`config.mk`:
```
export PLATFORM = sky130hd
export DESIGN_NAME = player_action_fsm_flat
export DESIGN_NICKNAME = d
export VERILOG_FILES = /design/src/rtl/player_action_if.sv /design/src/rtl/player_action_fsm.sv /design/src/flat_wrapper.sv
export SDC_FILE = /design/constraint.sdc
export NUM_CORES = 1
export LEC_CHECK = 0
export CAP_MARGIN = 30
export CORE_ASPECT_RATIO = 0.6
export CORE_MARGIN = 5
export CORE_UTILIZATION = 55
export CTS_BUF_LIST = sky130_fd_sc_hd__clkbuf_2 sky130_fd_sc_hd__clkbuf_4 sky130_fd_sc_hd__clkbuf_8
export DETAILED_ROUTE_END_ITERATION = 8
export GPL_TIMING_DRIVEN = 1
export PLACE_DENSITY_LB_ADDON = 0.3
export SETUP_SLACK_MARGIN = 0.4
export SKIP_LAST_GASP = 1
export SLEW_MARGIN = 40
export SYNTH_ARGS = -nofsm -noshare
export SYNTH_HDL_FRONTEND = slang
export SYNTH_SLANG_ARGS = --single-unit
export TNS_END_PERCENT = 30
```
`constraint.sdc`:
```
create_clock -name clk -period 4.5 [get_ports clk]
set_clock_uncertainty 0.1 [all_clocks]
set_input_delay 1.35 -clock clk [delete_from_list [all_inputs] [get_ports clk]]
set_output_delay 1.35 -clock clk [all_outputs]
set_load 0.02 [all_outputs]
```
`src/rtl/player_action_if.sv`:
```
// Bundle between the controller stage and the player action stage: per-frame
// strobe and debounced buttons in, player state/position/combat flags out.
interface player_action_if #(
  parameter int X_W = 10,
  parameter int Y_W = 9
);
  logic           frame_tick;
  logic [6:0]     controller_inputs;
  logic [2:0]     state;
  logic [X_W-1:0] pos_x;
  logic [Y_W-1:0] pos_y;
  logic           facing;
  logic           attack_active;
  logic           shield_active;

  modport master (
    output frame_tick, controller_inputs,
    input  state, pos_x, pos_y, facing, attack_active, shield_active
  );

  modport slave (
    input  frame_tick, controller_inputs,
    output state, pos_x, pos_y, facing, attack_active, shield_active
  );
endinterface

```
`src/rtl/player_action_fsm.sv`:
```
// Per-player action FSM stepped once per frame_tick: walk, jump, crouch, attack, shield.
// Optional `AIR_ATTACK_EN adds an attack sequence that runs alongside JUMP.
module player_action_fsm #(
  parameter int X_W         = 10,
  parameter int Y_W         = 9,
  parameter int X_MIN       = 0,
  parameter int X_MAX       = 575,
  parameter int X_INIT      = 100,
  parameter int WALK_SPEED  = 2,
  parameter int JUMP_VEL    = 12,
  parameter int GRAVITY     = 1,
  parameter int ATK_STARTUP = 3,
  parameter int ATK_ACTIVE  = 4,
  parameter int ATK_RECOVER = 6,
  parameter int FACE_INIT   = 1
) (
  input logic           clk,
  input logic           rst_n,
  player_action_if.slave bus
);

  typedef enum logic [2:0] {
    ST_IDLE        = 3'd0,
    ST_WALK        = 3'd1,
    ST_JUMP        = 3'd2,
    ST_CROUCH      = 3'd3,
    ST_ATK_STARTUP = 3'd4,
    ST_ATK_ACTIVE  = 3'd5,
    ST_ATK_RECOVER = 3'd6,
    ST_SHIELD      = 3'd7
  } state_t;

  localparam int CNT_MAX_SA = (ATK_STARTUP > ATK_ACTIVE) ? ATK_STARTUP : ATK_ACTIVE;
  localparam int CNT_MAX    = (CNT_MAX_SA > ATK_RECOVER) ? CNT_MAX_SA : ATK_RECOVER;
  localparam int CNT_W      = $clog2(CNT_MAX + 1);
  typedef logic [CNT_W-1:0] cnt_t;

  localparam logic [X_W:0]        X_MIN_E  = (X_W+1)'(X_MIN);
  localparam logic [X_W:0]        X_MAX_E  = (X_W+1)'(X_MAX);
  localparam logic [X_W:0]        STEP_E   = (X_W+1)'(WALK_SPEED);
  localparam logic signed [Y_W:0] VEL_JUMP = (Y_W+1)'(JUMP_VEL);
  localparam logic signed [Y_W:0] VEL_GRAV = (Y_W+1)'(GRAVITY);

  state_t                state_q, state_d;
  logic [X_W-1:0]        pos_x_q, pos_x_d;
  logic [Y_W-1:0]        pos_y_q, pos_y_d;
  logic signed [Y_W:0]   vel_q, vel_d;
  cnt_t                  cnt_q, cnt_d;
  logic                  facing_q, facing_d;
  logic                  atk_prev_q, atk_prev_d;
  logic                  atk_act_q, shield_act_q;
  logic                  air_active_d;

  // An invalid controller frame behaves exactly like no buttons pressed.
  logic [5:0] btn;
  assign btn = bus.controller_inputs[6] ? bus.controller_inputs[5:0] : 6'b0;

  logic left, right, up, down, attack, shield, dir_l, dir_r, atk_edge;
  assign left     = btn[0];
  assign right    = btn[1];
  assign up       = btn[2];
  assign down     = btn[3];
  assign attack   = btn[4];
  assign shield   = btn[5];
  assign dir_l    = left & ~right;
  assign dir_r    = right & ~left;
  assign atk_edge = attack & ~atk_prev_q;

  // Horizontal step with saturation; one extra bit keeps the edge tests wrap-free.
  logic [X_W:0]   x_ext, x_inc;
  logic [X_W-1:0] moved_x;
  assign x_ext = {1'b0, pos_x_q};
  assign x_inc = x_ext + STEP_E;
  always_comb begin
    moved_x = pos_x_q;
    if (dir_r)
      moved_x = (x_inc > X_MAX_E) ? X_MAX_E[X_W-1:0] : x_inc[X_W-1:0];
    else if (dir_l)
      moved_x = (x_ext < X_MIN_E + STEP_E) ? X_MIN_E[X_W-1:0] : pos_x_q - STEP_E[X_W-1:0];
  end

  logic signed [Y_W+1:0] y_sum;
  logic                  landing;
  assign y_sum   = $signed({2'b00, pos_y_q}) + $signed({vel_q[Y_W], vel_q});
  assign landing = y_sum[Y_W+1] | (y_sum == '0);

  // NOTE: every variable driven here gets a default first, so no path can infer a latch.
  always_comb begin
    state_d    = state_q;
    pos_x_d    = pos_x_q;
    pos_y_d    = pos_y_q;
    vel_d      = vel_q;
    cnt_d      = cnt_q;
    facing_d   = facing_q;
    atk_prev_d = atk_prev_q;
    if (bus.frame_tick) begin
      atk_prev_d = attack;
      if ((state_q == ST_IDLE || state_q == ST_WALK || state_q == ST_JUMP) && (dir_l || dir_r))
        facing_d = dir_r;
      case (state_q)
        ST_IDLE, ST_WALK, ST_CROUCH: begin
          if (atk_edge) begin
            state_d = ST_ATK_STARTUP;
            cnt_d   = cnt_t'(ATK_STARTUP - 1);
          end else if (shield) begin
            state_d = ST_SHIELD;
          end else if (up) begin
            state_d = ST_JUMP;
            vel_d   = VEL_JUMP;
          end else if (down) begin
            state_d = ST_CROUCH;
          end else if (dir_l || dir_r) begin
            state_d = ST_WALK;
            pos_x_d = moved_x;
          end else begin
            state_d = ST_IDLE;
          end
        end
        ST_JUMP: begin
          pos_x_d = moved_x;
          if (landing) begin
            pos_y_d = '0;
            vel_d   = '0;
            state_d = ST_IDLE;
          end else begin
            pos_y_d = y_sum[Y_W-1:0];
            vel_d   = vel_q - VEL_GRAV;
          end
        end
        ST_ATK_STARTUP: begin
          if (cnt_q == '0) begin
            state_d = ST_ATK_ACTIVE;
            cnt_d   = cnt_t'(ATK_ACTIVE - 1);
          end else cnt_d = cnt_q - cnt_t'(1);
        end
        ST_ATK_ACTIVE: begin
          if (cnt_q == '0) begin
            state_d = ST_ATK_RECOVER;
            cnt_d   = cnt_t'(ATK_RECOVER - 1);
          end else cnt_d = cnt_q - cnt_t'(1);
        end
        ST_ATK_RECOVER: begin
          if (cnt_q == '0) state_d = ST_IDLE;
          else             cnt_d   = cnt_q - cnt_t'(1);
        end
        ST_SHIELD: if (!shield) state_d = ST_IDLE;
        default:   state_d = ST_IDLE;
      endcase
    end
  end

`ifdef AIR_ATTACK_EN
  typedef enum logic [1:0] {AIR_NONE, AIR_STARTUP, AIR_ACTIVE} air_t;
  air_t air_q, air_d;
  cnt_t air_cnt_q, air_cnt_d;

  // The startup count is loaded with ATK_STARTUP (not -1) so the edge tick itself is not a startup frame.
  always_comb begin
    air_d     = air_q;
    air_cnt_d = air_cnt_q;
    if (bus.frame_tick && state_q == ST_JUMP) begin
      if (landing) air_d = AIR_NONE;
      else begin
        case (air_q)
          AIR_NONE: if (atk_edge) begin
            air_d     = AIR_STARTUP;
            air_cnt_d = cnt_t'(ATK_STARTUP);
          end
          AIR_STARTUP: if (air_cnt_q == '0) begin
            air_d     = AIR_ACTIVE;
            air_cnt_d = cnt_t'(ATK_ACTIVE - 1);
          end else air_cnt_d = air_cnt_q - cnt_t'(1);
          AIR_ACTIVE: if (air_cnt_q == '0) air_d = AIR_NONE;
                      else air_cnt_d = air_cnt_q - cnt_t'(1);
          default: air_d = AIR_NONE;
        endcase
      end
    end
  end

  always_ff @(posedge clk or negedge rst_n) begin
    if (!rst_n) begin
      air_q     <= AIR_NONE;
      air_cnt_q <= '0;
    end else begin
      air_q     <= air_d;
      air_cnt_q <= air_cnt_d;
    end
  end

  assign air_active_d = (air_d == AIR_ACTIVE);
`else
  assign air_active_d = 1'b0;
`endif

  // NOTE: sequential state uses non-blocking assignments so all registers update together.
  always_ff @(posedge clk or negedge rst_n) begin
    if (!rst_n) begin
      state_q      <= ST_IDLE;
      pos_x_q      <= X_W'(X_INIT);
      pos_y_q      <= '0;
      vel_q        <= '0;
      cnt_q        <= '0;
      facing_q     <= 1'(FACE_INIT);
      atk_prev_q   <= 1'b0;
      atk_act_q    <= 1'b0;
      shield_act_q <= 1'b0;
    end else begin
      state_q      <= state_d;
      pos_x_q      <= pos_x_d;
      pos_y_q      <= pos_y_d;
      vel_q        <= vel_d;
      cnt_q        <= cnt_d;
      facing_q     <= facing_d;
      atk_prev_q   <= atk_prev_d;
      atk_act_q    <= (state_d == ST_ATK_ACTIVE) | air_active_d;
      shield_act_q <= (state_d == ST_SHIELD);
    end
  end

  assign bus.state         = state_q;
  assign bus.pos_x         = pos_x_q;
  assign bus.pos_y         = pos_y_q;
  assign bus.facing        = facing_q;
  assign bus.attack_active = atk_act_q;
  assign bus.shield_active = shield_act_q;

endmodule

```
`src/flat_wrapper.sv`:
```
// flat-port wrapper written by rule: the top's interface ports become plain ports
module player_action_fsm_flat 
#(
  parameter int X_W         = 10,
  parameter int Y_W         = 9,
  parameter int X_MIN       = 0,
  parameter int X_MAX       = 575,
  parameter int X_INIT      = 100,
  parameter int WALK_SPEED  = 2,
  parameter int JUMP_VEL    = 12,
  parameter int GRAVITY     = 1,
  parameter int ATK_STARTUP = 3,
  parameter int ATK_ACTIVE  = 4,
  parameter int ATK_RECOVER = 6,
  parameter int FACE_INIT   = 1
)
  (clk, rst_n, bus_frame_tick, bus_controller_inputs, bus_state, bus_pos_x, bus_pos_y, bus_facing, bus_attack_active, bus_shield_active);
  player_action_if #(.X_W(X_W), .Y_W(Y_W)) bus_i ();
  input logic clk;
  input logic rst_n;
  input wire logic [$bits(bus_i.frame_tick)-1:0] bus_frame_tick;
  input wire logic [$bits(bus_i.controller_inputs)-1:0] bus_controller_inputs;
  output wire logic [$bits(bus_i.state)-1:0] bus_state;
  output wire logic [$bits(bus_i.pos_x)-1:0] bus_pos_x;
  output wire logic [$bits(bus_i.pos_y)-1:0] bus_pos_y;
  output wire logic [$bits(bus_i.facing)-1:0] bus_facing;
  output wire logic [$bits(bus_i.attack_active)-1:0] bus_attack_active;
  output wire logic [$bits(bus_i.shield_active)-1:0] bus_shield_active;
  assign bus_i.frame_tick = bus_frame_tick;
  assign bus_i.controller_inputs = bus_controller_inputs;
  assign bus_state = bus_i.state;
  assign bus_pos_x = bus_i.pos_x;
  assign bus_pos_y = bus_i.pos_y;
  assign bus_facing = bus_i.facing;
  assign bus_attack_active = bus_i.attack_active;
  assign bus_shield_active = bus_i.shield_active;
  player_action_fsm #(.X_W(X_W), .Y_W(Y_W), .X_MIN(X_MIN), .X_MAX(X_MAX), .X_INIT(X_INIT), .WALK_SPEED(WALK_SPEED), .JUMP_VEL(JUMP_VEL), .GRAVITY(GRAVITY), .ATK_STARTUP(ATK_STARTUP), .ATK_ACTIVE(ATK_ACTIVE), .ATK_RECOVER(ATK_RECOVER), .FACE_INIT(FACE_INIT)) u_core (.clk(clk), .rst_n(rst_n), .bus(bus_i));
endmodule
```
-- Word level (Yosys, flattened, before mapping)
Index checks and enable logic that the tools add are counted.
- input bits: 10
- latch bits: 0
- output and inout port bits: 25
- flip-flop bits (word level): 39
- memories: 0
- bits in writable memories: 0
- memory bits (read-only): 0
- word-level logic and storage cells: 89
- shift-type cells: 0
- $mul: 0
- add/sub/neg operators: 5
- equal/unequal tests: 17
- bitwise gates (word level): 7
- order comparisons: 2
- reduce and logical (&&, ||, !) cells: 15
- divide/modulo/power cells: 0
- multiplexer cells: 34
- operator list (cell ; count):
    two-way mux 10 bit ; 13
    two-way mux 3 bit ; 14
    one-hot mux 10 bit (2 select lines) ; 2
    subtractor 10 x 2 -> 10 bit, second input constant ; 2
    equality test 3 bit, second input constant ; 6
    one-hot mux 3 bit (6 select lines) ; 1
    one-hot mux 3 bit (4 select lines) ; 1
    adder 10 x 10 -> 11 bit ; 1
    adder 10 x 2 -> 11 bit, second input constant ; 1
    > comparator 11 x 10 -> 1 bit, second input constant ; 1
    logical NOT 11 bit ; 1
    < comparator 10 x 2 -> 1 bit, second input constant ; 1
    inequality test 2 bit, second input constant ; 5
    two-way mux 9 bit ; 1
    AND reduction 7 bit ; 1
    equality test 3 x 2 -> 1 bit, second input constant ; 2
    logical NOT 3 bit ; 2
    two-way mux 6 bit ; 1
    inequality test 2 x 1 -> 1 bit, second input constant ; 3
    AND reduction 5 bit ; 1
    AND reduction 2 bit ; 2
    AND reduction 4 bit ; 1
    nonzero test 4 bit ; 1
    bitwise AND 1 bit ; 3
    other kinds (9) ; 13

-- Logic depth before layout (Yosys ltp)
Gate-level depths: netlist of the first run.
- depth after elaboration: 12
- mapped depth: 11
- mapped depth without buffers: 10

-- Least setup slack after synthesis of the first run
OpenSTA, ideal clock, no wires.
- kind: input port to flip-flop
- start: input port bus_controller_inputs[6]
- end: register u_core.pos_x_q[8], in the netlist u_core.bus.pos_x[8]
- path buffers: 2
- slack: 1.377 ns
- data arrival time: 2.899 ns
- stages on the path: 10
- library setup time: 0.124 ns
- data required time: 4.276 ns
- path through: clkbuf_1 -> nand2_1 -> ha_1 -> nor2_1 -> o21ai_0 -> clkbuf_1 -> nor3b_1 -> mux2i_1 -> nor2_1 -> a211o_1
- longest elaborated chain between the ends: 11
- elaborated cells on any way between the ends: 21
- those cells by class: 5 x eq/ne; 9 x mux; 5 x bitwise; 2 x reduce/logical
- ends and longest elaborated chain (what ; RTL line ; RTL):
    start, declared ; flat_wrapper.sv:22 ; input wire logic [$bits(bus_i.controller_inputs)-1:0] bus_controller_inputs;
    two-way mux 6 bit * ; player_action_fsm.sv:56 ; assign btn = bus.controller_inputs[6] ? bus.controller_inputs[5:0] : 6'b0;
    NOT 1 bit ; player_action_fsm.sv:65 ; assign dir_l = left & ~right;
    bitwise AND 1 bit ; player_action_fsm.sv:65 ;
    two-way mux 10 bit ; player_action_fsm.sv:78 ; else if (dir_l)
    two-way mux 10 bit ; player_action_fsm.sv:76 ; if (dir_r)
    two-way mux 10 bit ; player_action_fsm.sv:112 ; end else if (dir_l || dir_r) begin
    two-way mux 10 bit ; player_action_fsm.sv:110 ; end else if (down) begin
    two-way mux 10 bit ; player_action_fsm.sv:107 ; end else if (up) begin
    two-way mux 10 bit ; player_action_fsm.sv:105 ; end else if (shield) begin
    two-way mux 10 bit ; player_action_fsm.sv:102 ; if (atk_edge) begin
    one-hot mux 10 bit (2 select lines) ; player_action_fsm.sv:100 ; case (state_q)
    end signal, assigned ; player_action_fsm.sv:200 ; pos_x_q <= X_W'(X_INIT);
    end signal, assigned ; player_action_fsm.sv:210 ; pos_x_q <= pos_x_d;
    end, declared ; player_action_fsm.sv:45 ; logic [X_W-1:0] pos_x_q, pos_x_d;
Mark *: on every way between the ends. The rest lies on a longest branch, timed or not. The select of a mux whose other input is x is not followed.
A chain may end at the register's enable or synchronous reset.

-- Final worst setup path of the first run
- start: input port bus_frame_tick
- end: register u_core.vel_q[7]
- longest elaborated chain between the ends: 1
- ends and longest elaborated chain (what ; RTL line ; RTL):
    start, declared ; flat_wrapper.sv:21 ; input wire logic [$bits(bus_i.frame_tick)-1:0] bus_frame_tick;
    AND reduction 5 bit (no line) ; - ;
    end signal, assigned ; player_action_fsm.sv:212 ; vel_q <= vel_d;
    end, declared ; player_action_fsm.sv:47 ; logic signed [Y_W:0] vel_q, vel_d;
Every way passes these cells.

==> impl_metrics.tcl, run 1 <==
set metrics [dict create \
    drt-total-wl_um 8260 \
    die_h_um 67.5 \
    slew_viol_final 0 \
    max_stage_delay_ps 680 \
    grt_pass1_wl_um 14200 \
    synth_top_cell_by_area "dfrtp_1" \
    ioPinCount 35 \
    place_hpwl_um 6160 \
    maxCapViolations 0 \
    synth-seq-cells 39 \
    netlist_area_sq_um 3030 \
    drive_above_1_share_pct 7.43 \
    yosys.area_share.simple_pct 26.1 \
    finalNetCount 431 \
    outcome "completed" \
    gp_congestion 0.897 \
    num_vias 3022 \
    path_cells "clkdlybuf4s50_1, nor2b_1, o21ai_1, or4_1, nor3_1, xnor2_1, nor2_1" \
    ant_nets 0 \
    cp_top_family "simple AND/OR/NAND/NOR gates" \
    synth_compound_area_share_pct 25.2 \
    path_max_fanout 10 \
    start_util_pct 58.1 \
    cts-hold-fix-buffers 0 \
    cp-start-kind "input port" \
    synth.area.mux_share_pct 0.662 \
    drt_iter0_drc 374 \
    ys_seq_area_share_pct 32.4 \
    postSynth.asyncResetShare_pct 100 \
    synth-edff-count 0 \
    endpoint_kind "register" \
    cts-root-buf "clkbuf_8" \
    setup_tns_ps 0 \
    drc 0 \
    fin_ws_ps 911 \
    setup_violations 0 \
    crit_arrival_ps 3670 \
    worst-endpoint-required_ps 4590 \
    synthesis.nets 402 \
    clk_latency_ps 300 \
    die-area_sq_um 7130 \
    areaGrowthSynthToFinish_pct 15.7 \
    vdd_drop_max_uv 373 \
    timing.final.hold_violations 0 \
    max_clock_freq_mhz 279 \
    yosys.cell_types.count 60 \
    synthCells 374 \
    cts_inserted_buffers 5 \
    h-tree-depth 2 \
    hold_class "reg -> reg" \
    grt_pass1_vias 2750 \
    leakage_nw 1.44 \
    yosys.area_share.adder_pct 7.69 \
    cpMaxStageDelayCell "clkdlybuf4s50_1" \
    post-route-min-period_ps 3590 \
    critPathKind "in -> reg" \
    cts_resized 0 \
    multi_input_area_sq_um 1900 \
    synth_top_family_by_area "simple AND/OR/NAND/NOR gates" \
    synth.avg_cell_area_sq_um 8.09 \
    slew_headroom_pct 52.1 \
    die_w_um 106 \
    overflow 0 \
    synthXorXnorAreaFrac_pct 3.18 \
    rows 20 \
    viasPerCell 6.43 \
    post_drt_wl_per_cell_um 17.6 \
    grt_max_degree 40 \
    antenna_found_initial 0 \
    num_antenna_cells 0 \
    powerDensity_nw_per_um2 689 \
    synth_top_area_share_pct 28.9 \
    portBuffers 34 \
    fillCellCount 405 \
    core_region_area_sq_um 5200 \
    yosys-top-cells-area "dfrtp_1 (29%), ha_1 (7.0%), nand2_1 (6.0%)" \
    ys.flop_type "dfrtp_1" \
    drtPass1Iterations 5 \
    grt_usage_pct 25.1 \
    rsz0062_at_grt "no" \
    cts.path.max_buffers 2 \
    pre_cts_slack_ps 633 \
    worst_slew_pin_slew_ps 714 \
    cts.sinks 39 \
    regArea_sq_um 981 \
    cts_tree "done" \
    cts_setup_buffers 0 \
    period_share_pct 79.8 \
    cp.buffers_inverters 1 \
    ys_warn_count 0 \
    clk_pin_slew_worst_paths_ps 90 \
]
-- cells in the mapped netlist, types with 4 or more instances --
master     n
xor2_1     5
a211o_1    4
clkbuf_1  11
nor2b_1    4
nand2b_1   7
ha_1      17
nand2_1   48
nor2_1    41
a21oi_1   21
o21ai_0   29
nor4_1     4
o31ai_1    7
nor3b_1    4
o211ai_1   5
inv_1     21
xnor2_1    6
dfrtp_1   35
or3_1      6
nor3_1     8
nand3_1   17
o21a_1     4
o22ai_1    5
dfstp_2    4
-- placed cells by master (no fill, tap or decap), types with 6 or more instances in the layout --
cell / n
ha_1: 17
dfrtp_1: 35
nand3_1: 17
nor2_1: 41
clkdlybuf4s50_1: 33
nand2_1: 48
or3_1: 6
nand2b_1: 7
o21ai_0: 29
nor3_1: 8
xnor2_1: 6
clkbuf_8: 6
o31ai_1: 7
a21oi_1: 21
inv_1: 21
-- path summary, 6_finish.rpt --
kind	from	to	slack, ps	depth (start not counted)
min in group asynchronous	rst_n	u_core.bus.pos_y[8]	910	1
max in group asynchronous	rst_n	u_core.bus.pos_x[6]	3010	1
worst max register to register	u_core.vel_q[0]	u_core.bus.shield_active	1290	11
worst min-delay path	u_core.bus.facing	u_core.bus.facing	410	2
worst max-delay path	bus_frame_tick	u_core.vel_q[7]	910	7
worst min register to register	u_core.bus.facing	u_core.bus.facing	410	2
-- flip-flops by register name, summed over array words and instances (netlist names) --
| name | count |
|---|---|
| u_core.bus.attack_active | 1 |
| u_core.bus.facing | 1 |
| u_core.bus.pos_y | 9 |
| u_core.bus.shield_active | 1 |
| u_core.vel_q | 10 |
| u_core.cnt_q | 3 |
| u_core.bus.state | 3 |
| u_core.bus.pos_x | 10 |
| u_core.atk_prev_q | 1 |
-- tightest hold or removal path: stages (launching register included) --
cell,delay (ps)
dfstp_2,380
nand2_1,40
o21ai_0,80
-- where the power goes --
group	switching, mW	internal [mW]
clock network	0.138	0.130
logic	0.853	0.612
registers	0.194	0.486
total	1.19	1.23
-- layer usage --
layer	share of wire, %	routed length (um)	vias up	global-route usage (%)
li1	-	-	1412	-
met1	48	3950	1407	38.2
met2	39	3240	188	34.9
met3	12	958	15	7.16
met4	1.2	103	0	5.49
met5	0	0	-	0
-- logic make-up (layout without fill, tap and decap cells) --
logic type	after synthesis	in the layout
XOR/XNOR	11	11
AO/OA/AOI/OAI	109	109
flip-flops	39	39
adder cells (fa/ha/maj)	18	18
AND/OR/NAND/NOR	159	159
multiplexers	2	2
buffers and inverters	36	66
-- stage by stage --
step,hold slack (ps),utilization (%),total power [mW],std cells,cell area [sq um]
2_1_floorplan,393,-,1.68,374,3030
3_3_place_gp,374,65.4,2.07,462,3400
3_5_place_dp,402,65.4,2.12,462,3400
4_1_cts,417,67.2,2.39,470,3500
5_1_grt,462,67.2,2.60,470,3500
6_report,406,67.2,2.41,470,3500
-- layout make-up --
type                    count  area share [%]
inverters                  21            2.25
multi-input cells         299            54.3
clock inverters             1           0.143
well taps                  66            2.36
clock buffers               7            2.57
flip-flops and latches     39            28.0
repair buffers             37            10.3
Note: power is estimated with default switching activity, not from simulation.
==> run 2, diff against run 1 <==
==> constraint.sdc (replaced) <==
create_clock -name clk -period 3.4 [get_ports clk]
set_clock_uncertainty 0.1 [all_clocks]
set_input_delay 1.02 -clock clk [delete_from_list [all_inputs] [get_ports clk]]
set_output_delay 1.02 -clock clk [all_outputs]
set_load 0.02 [all_outputs]
==> run 2 against run 1 <==
Hold slack lost 27 ps. Critical endpoint is now u_core.bus.shield_active. Setup slack worse by 420 ps. Sequential share of layout area fell by 1.3 points. Routed wire length rose by 8.0%.
==> impl_metrics.tcl, run 2 (synthesized netlist as in run 1, its figures left out) <==
set metrics [dict create \
    hold_end "u_core.bus.facing" \
    num_vias 3147 \
    slew_headroom_pct 62.7 \
    timing.final.hold_violations 0 \
    gp_congestion 0.943 \
    timing.hold.ws_ps 380 \
    setup_violations 0 \
    whs_path_depth 2 \
    cts.path.max_buffers 2 \
    viasPerCell 6.56 \
    vdd_drop_max_uv 493 \
    num_antenna_cells 0 \
    grt_max_degree 40 \
    drtPass1Iterations 5 \
    grt_usage_pct 25.8 \
    pwr-share-seq_pct 26.1 \
    leakage_nw 1.52 \
    overflow 0 \
    max_clock_freq_mhz 344 \
    drive_above_1_share_pct 12.1 \
    clk_pin_slew_worst_paths_ps 80 \
    final_area_sq_um 3670 \
    die-area_sq_um 7130 \
    post_drt_wl_per_cell_um 18.6 \
    r2r-end "u_core.bus.shield_active" \
    core_region_area_sq_um 5200 \
    maxCapViolations 0 \
    die_h_um 67.5 \
    start_util_pct 58.1 \
    finalNetCount 441 \
    cts.sinks 39 \
    place_hpwl_um 6560 \
    cts_tree "done" \
    final_common_cell "nand2_1" \
    cts-root-buf "clkbuf_8" \
    rsz0062_at_grt "yes" \
    areaGrowthSynthToFinish_pct 21.5 \
    h-tree-depth 2 \
    die_w_um 106 \
    drt-total-wl_um 8920 \
    post-route-min-period_ps 2910 \
    fin_cells 480 \
    hold_class "reg -> reg" \
    max_stage_delay_ps 490 \
    dpl.cell_count 470 \
    drc 0 \
    path_max_fanout 6 \
    fillCellCount 405 \
    switching_share_pct 47.8 \
    placed_cell_area_sq_um 3460 \
    intPower_mw 1.81 \
    grt_pass1_wl_um 14800 \
    powerDensity_nw_per_um2 944 \
    cts_inserted_buffers 5 \
    crit_arrival_ps 3000 \
    ioPinCount 35 \
    critical_path.startpoint "u_core.vel_q[5]" \
    min_from "u_core.bus.facing" \
    critPathKind "reg -> reg" \
    switching_power_mw 1.66 \
    slew_viol_final 0 \
    combinationalPowerShare_pct 60.0 \
    rows 20 \
    rrSetupSlack_ps 490 \
    setup_tns_ps 0 \
    outcome "completed" \
    worst-endpoint-required_ps 3490 \
    drt_iter0_drc 392 \
    reg2reg_depth 8 \
    path_cells "ha_1, o21a_1, o21ai_0, nor3b_1, a2111oi_4, nand4_4, a21oi_2, and3b_1" \
    cp-start-kind "register" \
    antenna_found_initial 0 \
    r2r-start "u_core.vel_q[5]" \
    final_cell_mix "nand2_1 (48), nor2_1 (41), dfrtp_1 (35)" \
    pwr-share-clk_pct 13.8 \
    worst_slew_pin_slew_ps 560 \
    cts-hold-fix-buffers 0 \
    ant_nets 0 \
    cp_top_family "compound AO/OA/AOI/OAI gates" \
    portBuffers 34 \
    clk_latency_ps 300 \
    endpoint_kind "register" \
    grt_pass1_vias 2907 \
    cp.buffers_inverters 0 \
    cpMaxStageDelayCell "dfrtp_1" \
    totalPowerFinal_mw 3.47 \
    period_share_pct 85.5 \
]
==> run 2: changes by cell type in the layout (fill, tap and decap cells not counted), sizes merged <==
cell    previous run  this run
bufinv             0         2
clkbuf             7         6
clkinv             1         0
buf                4        14
==> run 2: area by class of cell <==
| class | instances | area, sq um | area share (%) |
|---|---|---|---|
| inverters | 21 | 78.8 | 2.15 |
| clock inverters | 2 | 60.1 | 1.63 |
| repair buffers | 47 | 435 | 11.8 |
| clock buffers | 6 | 76.3 | 2.08 |
| well taps | 66 | 82.6 | 2.25 |
| flip-flops and latches | 39 | 981 | 26.7 |
| multi-input cells | 299 | 1960 | 53.4 |
==> run 2: worst register-to-register path, delay by kind of cell, from the launching register on <==
family	cells	cell delay (ps)
simple gates	3	570
compound gates	4	1270
flops	1	490
fa+ha+maj	1	380
==> run 2: power groups by stage <==
| stage | clock, mW | combinational [mW] | sequential, mW |
|---|---|---|---|
| after floorplan | 0 | 1.30 | 0.924 |
| after global placement | 0 | 1.86 | 0.893 |
| after detailed placement | 0 | 1.94 | 0.903 |
| after CTS | 0.482 | 1.96 | 0.896 |
| after global routing | 0.505 | 2.27 | 0.939 |
| final | 0.480 | 2.08 | 0.907 |
==> run 2: what timing repair did <==
| item | 4_1_cts | 5_1_grt |
|---|---|---|
| endpoints found under the setup margin | 7 | 11 |
| pin swaps | 0 | 5 |
| buffers inserted | 0 | 2 |
| gates resized for setup | 1 | 11 |
==> run 2: worst max-delay path by stage <==
| stage | end | slack (ps) | depth (start not counted) |
|---|---|---|---|
| after floorplan | u_core.bus.pos_x[8] | 610 | 10 |
| after global placement | u_core.vel_q[7] | 270 | 8 |
| after detailed placement | u_core.vel_q[7] | 200 | 8 |
| final | u_core.bus.shield_active | 490 | 8 |
| after CTS | u_core.vel_q[5] | 480 | 10 |
| after global routing | u_core.bus.shield_active | 300 | 8 |
==> run 2: routing by layer <==
| layer | up-vias | global-route usage, % | routed length (um) |
|---|---|---|---|
| met5 | - | 0 | 0 |
| met1 | 1503 | 39.1 | 4190 |
| li1 | 1433 | - | - |
| met3 | 14 | 6.69 | 931 |
| met4 | 0 | 5.33 | 82 |
| met2 | 197 | 36.8 | 3720 |
==> run 2: through the flow <==
| step | utilization [%] | setup slack (ps) |
|---|---|---|
| 2_1_floorplan | - | 607 |
| 3_3_place_gp | 66.5 | 268 |
| 3_5_place_dp | 66.6 | 202 |
| 4_1_cts | 69.3 | 477 |
| 5_1_grt | 70.6 | 303 |
| 6_report | 70.6 | 495 |
==> run 3, diff against run 2 <==
--- a/config.mk
+++ b/config.mk
@@ -15,7 +15,7 @@
 export PLACE_DENSITY_LB_ADDON = 0.3
 export SETUP_SLACK_MARGIN = 0.4
 export SKIP_LAST_GASP = 1
-export SLEW_MARGIN = 40
+export SLEW_MARGIN = 20
 export SYNTH_ARGS = -nofsm -noshare
 export SYNTH_HDL_FRONTEND = slang
 export SYNTH_SLANG_ARGS = --single-unit
==> run 3 against run 2 <==
Sequential cell count is the same. Fmax shrank 2.9%. Critical endpoint is now u_core.vel_q[7]. Routed wire length shrank 0.81%. Hold slack gained 0.58 ps. First-iteration DRC count grew 4.6%. Clock-buffer cell count is the same. Register-to-register slack lost 40 ps.
==> impl_metrics.tcl, run 3 (synthesized netlist as in run 1, its figures left out) <==
set metrics [dict create \
    max_clock_freq_mhz 334 \
    slew_viol_final 0 \
    cts.path.max_buffers 2 \
    fin_ws_ps 408 \
    die-area_sq_um 7130 \
    cts_inserted_buffers 5 \
    die_w_um 106 \
    place_hpwl_um 6560 \
    clk_latency_ps 300 \
    portBuffers 34 \
    rows 20 \
    endpoint_kind "register" \
    timing.final.hold_violations 0 \
    top_layer "met4" \
    worst_slew_pin_slew_ps 525 \
    core_region_area_sq_um 5200 \
    drt_iter0_drc 410 \
    wl_met1_um 4170 \
    cts.sinks 39 \
    wl_met2_um 3710 \
    grt_max_degree 40 \
    rsz0062_at_grt "yes" \
    vdd_drop_max_uv 505 \
    die_h_um 67.5 \
    drc 0 \
    cts_tree "done" \
    path_max_fanout 4 \
    setup_violations 0 \
    final_cell_mix "nand2_1 (48), nor2_1 (41), dfrtp_1 (35)" \
    drive_above_1_share_pct 11.8 \
    overflow 0 \
    fillCellCount 412 \
    cts-root-buf "clkbuf_8" \
    finalNetCount 441 \
    grt_usage_pct 25.8 \
    pre_cts_slack_ps 204 \
    antenna_found_initial 0 \
    gp_congestion 0.943 \
    num_vias 3074 \
    leakage_nw 1.52 \
    powerDensity_nw_per_um2 934 \
    outcome "completed" \
    ioPinCount 35 \
    num_antenna_cells 0 \
    cpMaxStageDelayCell "or4_4" \
    reg2reg_depth 8 \
    period_share_pct 88.0 \
    path_cells "clkdlybuf4s50_1, nand2_1, nor3_1, o21ai_2, or4_4, nor3_1, xnor2_1, nor2_1" \
    max_stage_delay_ps 530 \
    timing.hold.ws_ps 380 \
    dpl.cell_count 470 \
    maxCapViolations 0 \
    setup_tns_ps 0 \
    critPathKind "in -> reg" \
    crit_arrival_ps 3080 \
    viasPerCell 6.40 \
    cts-hold-fix-buffers 0 \
    path_common_cell "nor3_1" \
    drtPass1Iterations 5 \
    slew_headroom_pct 65.0 \
    h-tree-depth 2 \
    whs_path_depth 2 \
    grt_pass1_wl_um 14700 \
    cp-start-kind "input port" \
    post-route-min-period_ps 2990 \
    dr_wl_met3_um 891 \
    clk_pin_slew_worst_paths_ps 80 \
    drt-total-wl_um 8850 \
    ant_nets 0 \
    areaGrowthSynthToFinish_pct 21.7 \
    final_common_cell "nand2_1" \
    worst-endpoint-required_ps 3490 \
    fin_cells 480 \
    post_drt_wl_per_cell_um 18.4 \
    grt_pass1_vias 2894 \
    start_util_pct 58.1 \
    hold_class "reg -> reg" \
]
-- run 3: cell counts in the layout (fill, tap and decap cells not counted) --
No cell type changed its count.
-- run 3: what timing repair did --
action / 4_1_cts / 5_1_grt
resized for setup: 1 / 10
setup buffers: 0 / 1
endpoints found under the setup margin: 7 / 11
pin swaps: 0 / 2
-- run 3: path summary, 6_finish.rpt --
path                                          startpoint                        to  slack (ps)
worst max-delay path            bus_controller_inputs[6]           u_core.vel_q[7]         410
worst min-delay path                   u_core.bus.facing         u_core.bus.facing         380
worst max register to register           u_core.vel_q[4]  u_core.bus.shield_active         450
worst min register to register         u_core.bus.facing         u_core.bus.facing         380
max in group asynchronous                          rst_n       u_core.bus.pos_x[6]        2160
min in group asynchronous                          rst_n           u_core.vel_q[6]         510
-- run 3: metrics by stage --
stage | cell area, sq um | util (%) | power, mW
floorplan | 3030 | - | 2.22
global placement | 3460 | 66.5 | 2.76
detailed placement | 3460 | 66.5 | 2.84
CTS | 3600 | 69.2 | 3.34
global route | 3680 | 70.7 | 3.68
finish | 3680 | 70.7 | 3.44
-- run 3: area by class of cell --
type	instances	area [sq um]	area share [%]
Inverter	21	78.8	2.14
Clock inverter	2	60.1	1.63
Tap cell	66	82.6	2.24
Timing Repair Buffer	47	445	12.1
Multi-Input combinational cell	299	1960	53.2
Sequential cell	39	981	26.6
Clock buffer	6	76.3	2.07
-- run 3: critical path: cells and delay by family --
kind,cells,cell delay (ps)
compound gates,1,140
xor+xnor,1,180
buf+inv,1,520
simple gates,5,1200
-- run 3: routing by layer --
layer / vias up / global-route usage [%]
li1: 1427 / -
met3: 12 / 5.06
met5: - / 0
met1: 1465 / 39.2
met4: 0 / 5.17
met2: 170 / 38.0
-- run 3: where the power goes --
part | internal [mW] | switching [mW] | leakage, nW
registers | 0.642 | 0.266 | 0.488
logic | 0.859 | 1.19 | 0.963
clock network | 0.302 | 0.184 | 0.0688
total | 1.80 | 1.64 | 1.52
